==> src/rtl/logic_unit_pkg.sv <==
// Shared encodings for the sequential bitwise logic unit: opcode values and
// controller state encoding.
package logic_unit_pkg;

  localparam logic [2:0] OP_AND  = 3'b000;
  localparam logic [2:0] OP_OR   = 3'b001;
  localparam logic [2:0] OP_XOR  = 3'b010;
  localparam logic [2:0] OP_NOR  = 3'b011;
  localparam logic [2:0] OP_NAND = 3'b100;
  localparam logic [2:0] OP_XNOR = 3'b101;
  localparam logic [2:0] OP_ANDN = 3'b110;
  localparam logic [2:0] OP_PASS = 3'b111;

  typedef enum logic [1:0] {
    IDLE = 2'd0,
    RUN  = 2'd1,
    DONE = 2'd2
  } state_t;

endpackage

==> src/rtl/logic_slice_op.sv <==
// Combinational bitwise operator applied to one SLICE-bit operand slice.
module logic_slice_op
  import logic_unit_pkg::*;
#(
  parameter int SLICE = 8
) (
  input  logic [2:0]       op,
  input  logic [SLICE-1:0] a,
  input  logic [SLICE-1:0] b,
  output logic [SLICE-1:0] y
);

  always_comb begin
    y = a;
    case (op)
      OP_AND:  y = a & b;
      OP_OR:   y = a | b;
      OP_XOR:  y = a ^ b;
      OP_NOR:  y = ~(a | b);
      OP_NAND: y = ~(a & b);
      OP_XNOR: y = ~(a ^ b);
      OP_ANDN: y = a & ~b;
      OP_PASS: y = a;
      default: y = a;
    endcase
  end

endmodule

==> src/rtl/logic_unit_seq.sv <==
// Sequential multi-op logic unit: latches operands on start, evaluates one
// SLICE per cycle (LSB first), then publishes out/zero with a done pulse.
module logic_unit_seq
  import logic_unit_pkg::*;
#(
  parameter int WIDTH = 32,
  parameter int SLICE = 8
) (
  input  logic             clk,
  input  logic             reset,
  input  logic             start,
  input  logic [2:0]       op,
  input  logic [WIDTH-1:0] i0,
  input  logic [WIDTH-1:0] i1,
  output logic [WIDTH-1:0] out,
  output logic             zero,
  output logic             busy,
  output logic             done
);

  localparam int NSLICE = WIDTH / SLICE;
  localparam int CW     = (NSLICE > 1) ? $clog2(NSLICE) : 1;
  localparam logic [CW-1:0] LAST = CW'(NSLICE - 1);

  if ((SLICE < 1) || ((WIDTH % SLICE) != 0)) begin : g_bad_params
    $error("logic_unit_seq: WIDTH (%0d) must be a multiple of SLICE (%0d)", WIDTH, SLICE);
  end

  state_t                        state;
  logic [CW-1:0]                 cnt;
  logic [2:0]                    op_q;
  logic [NSLICE-1:0][SLICE-1:0]  a_q;
  logic [NSLICE-1:0][SLICE-1:0]  b_q;
  logic [NSLICE-1:0][SLICE-1:0]  work;
  logic [NSLICE-1:0][SLICE-1:0]  work_next;
  logic [SLICE-1:0]              a_sel;
  logic [SLICE-1:0]              b_sel;
  logic [SLICE-1:0]              res;
  logic                          last;

  // With a single slice the counter never indexes, so select slice 0 directly.
  if (NSLICE == 1) begin : g_one_slice
    assign a_sel = a_q[0];
    assign b_sel = b_q[0];
    always_comb begin
      work_next    = work;
      work_next[0] = res;
    end
  end else begin : g_multi_slice
    assign a_sel = a_q[cnt];
    assign b_sel = b_q[cnt];
    always_comb begin
      work_next      = work;
      work_next[cnt] = res;
    end
  end

  logic_slice_op #(.SLICE(SLICE)) u_slice_op (
    .op (op_q),
    .a  (a_sel),
    .b  (b_sel),
    .y  (res)
  );

  assign last = (cnt == LAST);
  assign busy = (state == RUN);
  assign done = (state == DONE);

  always_ff @(posedge clk) begin
    if (reset) begin
      state <= IDLE;
      cnt   <= '0;
      op_q  <= OP_AND;
      a_q   <= '0;
      b_q   <= '0;
      work  <= '0;
      out   <= '0;
      zero  <= 1'b0;
    end else begin
      case (state)
        // DONE accepts a new request exactly like IDLE, giving back-to-back issue.
        IDLE, DONE: begin
          if (start) begin
            a_q   <= i0;
            b_q   <= i1;
            op_q  <= op;
            cnt   <= '0;
            state <= RUN;
          end else begin
            state <= IDLE;
          end
        end
        RUN: begin
          work <= work_next;
          cnt  <= cnt + CW'(1);
          if (last) begin
            out   <= work_next;
            zero  <= (work_next == '0);
            cnt   <= '0;
            state <= DONE;
          end
        end
        default: state <= IDLE;
      endcase
    end
  end

endmodule

==> config.mk <==
export PLATFORM = sky130hd
export DESIGN_NAME = logic_unit_seq
export DESIGN_NICKNAME = d
export VERILOG_FILES = /design/src/rtl/logic_unit_pkg.sv /design/src/rtl/logic_slice_op.sv /design/src/rtl/logic_unit_seq.sv
export SDC_FILE = /design/constraint.sdc
export NUM_CORES = 1
export LEC_CHECK = 0
export BUFFER_PORTS_ARGS = -buffer_cell sky130_fd_sc_hd__buf_2
export CAP_MARGIN = 20
export CORE_ASPECT_RATIO = 1.4
export CORE_MARGIN = 8
export CORE_UTILIZATION = 56
export CTS_CLUSTER_DIAMETER = 100
export DETAILED_ROUTE_END_ITERATION = 7
export PLACE_DENSITY = 0.8
export RECOVER_POWER = 100
export REMOVE_ABC_BUFFERS = 1
export SLEW_MARGIN = 5
export SYNTH_ARGS = -nofsm -noshare
export SYNTH_HDL_FRONTEND = slang
export SYNTH_SLANG_ARGS = --single-unit
==> constraint.sdc <==
create_clock -name clk -period 4.4 [get_ports clk]
set_clock_uncertainty 0.2 [all_clocks]
set_input_delay 0.44 -clock clk [delete_from_list [all_inputs] [get_ports clk]]
set_output_delay 0.44 -clock clk [all_outputs]
set_load 0.05 [all_outputs]
==> reports/metrics.yaml <==
status: "finished, violations left"
violations: "capacitance limit, slew limit"
drt_iter0_drc: 296
clk_latency_ns: 0.42
end_kind: "flop"
finalNonFillerCells: 972
hold_viol_final: 0
finalCritPeriodShare: 0.918
rsz0062_at_grt: "false"
portBuffers: 104
dpl.cell_count: 941
ys_warn_count: 0
cp.arrival_ns: 4.17
cts-root-buf: "clkbuf_16"
yosys.area.top_type: "dfxtp_1"
postCtsSetupBuffers: 0
design.core.area_um2: 10800
min_delay_path_depth: 3
ant_nets: 0
cts_made_buffers: 17
clock-sinks: 129
max_freq_mhz: 247
grt_pass1_wl_mm: 26.0
p_leak_nw: 2.82
grt_usage: 0.213
syn_area_um2: 6190
hold_ws_ns: 0.0572
grt_pass1_vias: 5624
pin_count: 105
min_path_type: "in2reg"
antenna_cells: 0
crit_type: "reg2reg"
globalRouteOverflowTotal: 0
die_w_um: 105
final_nets: 918
antenna_found_initial: 0
required_ns: 4.53
worstReg2RegStart: "cnt[0]$_SDFFE_PP0P_"
cts.htree.levels: 4
setup_viol: 0
yosysSeqAreaShare: 0.417
slew_headroom: -0.723
vias: 5458
die_area_um2: 14700
synth_edf_count: 0
fin_area_um2: 7250
initial_utilization: 0.572
placed_area_um2: 6740
p_per_area_nw_per_um2: 416
startpoint_type: "flop"
clockBufferDepth: 2
drive_above_1_share: 0.154
fp.dieH_um: 140
multi_input_area_um2: 3250
grt_max_degree: 68
synth_cells: 741
clk_pin_slew_ns: 0.05
rrSetupSlack_ns: 0.36
synth-main-ff-cell: "dfxtp_1"
drt_pass1_iterations: 7
synth_cell_types: 60
whs_endpoint: "a_q[22]$_SDFFE_PP0P_"
layout_commonest_cell: "nand2_1"
finalCriticalPeriod_ns: 4.04
synth.top_cell.area_share: 0.417
max-vdd-ir-drop_v: 0.000282
wl_per_cell_um: 16.0
cts.hold.buffers_added: 0
rows: 45
tightest_slew_ns: 2.58
tritoncts: "built"
vias_per_cell: 5.62
drv_cap: 2
r2r_end: "zero$_SDFFE_PP0P_"
tns_ns: 0
drc: 0
area_growth_pct: 17.1
cts_resized: 0
nFillCells: 932
path_max_fanout: 13
final_cell_mix: "nand2_1, dfxtp_1, a21oi_1"
place_hpwl_mm: 10.8
min_from: "i0[22]"
drt_wl_total_mm: 15.5
synthTopCellsByArea: "dfxtp_1, nand2_1, a21oi_1"
avgSynthCellArea_um2: 8.35
r2r.worst_path.cells: 12
slew_viol_final: 133
async_reset_ff_frac: 0
area.sequential_um2: 2580
gp_congestion: 0.911
ys_ff_latch: 129
==> through the flow <==
step | setup WS (ns) | power [mW] | utilization
finish | 0.359 | 3.01 | 0.670
global route | 0.0965 | 3.12 | 0.670
CTS | 0.538 | 3.03 | 0.677
detailed placement | 0.572 | 1.67 | 0.624
global placement | 0.715 | 1.65 | 0.624
floorplan | 0.556 | 1.53 | -
==> metal layers <==
metal	global-route usage	up-vias	share of wire
li1	-	2673	-
met1	0.231	2530	0.40
met2	0.369	203	0.50
met3	0.0546	52	0.061
met4	0.115	0	0.034
met5	0	-	0
==> state kept, by name, indices dropped and copies added (netlist names) <==
register  cells
a_q          32
state         2
cnt           2
out          32
work         25
b_q          32
zero          1
op_q          3
==> how the worst max path moves through the flow <==
stage | startpoint | endpoint | slack (ns) | depth (start not counted)
3_5_place_dp | cnt[0]$_SDFFE_PP0P_ | zero$_SDFFE_PP0P_ | 0.57 | 11
3_3_place_gp | cnt[0]$_SDFFE_PP0P_ | zero$_SDFFE_PP0P_ | 0.71 | 12
4_1_cts | cnt[0]$_SDFFE_PP0P_ | zero$_SDFFE_PP0P_ | 0.54 | 11
2_1_floorplan | cnt[0]$_SDFFE_PP0P_ | zero$_SDFFE_PP0P_ | 0.56 | 10
6_report | cnt[0]$_SDFFE_PP0P_ | zero$_SDFFE_PP0P_ | 0.36 | 12
5_1_grt | cnt[0]$_SDFFE_PP0P_ | zero$_SDFFE_PP0P_ | 0.1 | 12
==> cells by family after synthesis <==
kind of cell / count (synthesis) / synth area share
xor gates and xnor gates: 3 / 0.00425
and+or+nand+nor: 284 / 0.196
adders and majority gates: 28 / 0.0566
AOI/OAI and AO/OA: 168 / 0.162
DFF: 129 / 0.417
buffers and inverters: 82 / 0.0548
muxes: 47 / 0.109
==> critical path: stages, from the launching register on <==
cell and delay [ns]:
dfxtp_1 0.64, buf_4 0.34, mux4_2 0.55, inv_1 0.10
ha_1 0.25, mux2i_1 0.14, a221o_1 0.16, a31oi_1 0.08
clkbuf_1 0.27, or3_4 0.46, o41ai_1 0.35, o2111ai_1 0.16
o31ai_1 0.25
==> cells in the mapped netlist (2+ instances only) <==
| master | instances |
|---|---|
| nand2_1 | 212 |
| dfxtp_1 | 129 |
| a21oi_1 | 100 |
| clkbuf_1 | 41 |
| mux2i_1 | 29 |
| o21ai_0 | 29 |
| ha_1 | 28 |
| inv_1 | 24 |
| nor2_1 | 21 |
| mux4_2 | 16 |
| a22o_1 | 7 |
| nor2b_1 | 7 |
| a211oi_1 | 6 |
| buf_2 | 6 |
| nand2b_1 | 6 |
| nand3_1 | 6 |
| a31oi_1 | 5 |
| buf_1 | 5 |
| nor3_1 | 5 |
| nor3b_1 | 4 |
| and2_1 | 3 |
| nor4_1 | 3 |
| a21o_1 | 2 |
| a221o_1 | 2 |
| a221oi_1 | 2 |
| a32oi_1 | 2 |
| and3b_1 | 2 |
| and4b_1 | 2 |
| buf_4 | 2 |
| buf_6 | 2 |
| mux2_2 | 2 |
| or2_2 | 2 |
| xnor2_1 | 2 |
==> cell type report <==
class / count / area share
Multi-Input combinational cell: 530 / 0.449
Sequential cell: 129 / 0.356
Timing Repair Buffer: 117 / 0.0779
Clock buffer: 26 / 0.0730
Tap cell: 141 / 0.0243
Inverter: 25 / 0.0130
Clock inverter: 4 / 0.00656
==> where the power goes <==
part	switching, mW	total (mW)	internal [mW]
logic	0.238	0.399	0.161
clock network	0.485	1.36	0.873
registers	0.0385	1.25	1.22
Note: power is estimated with default switching activity, not from simulation.
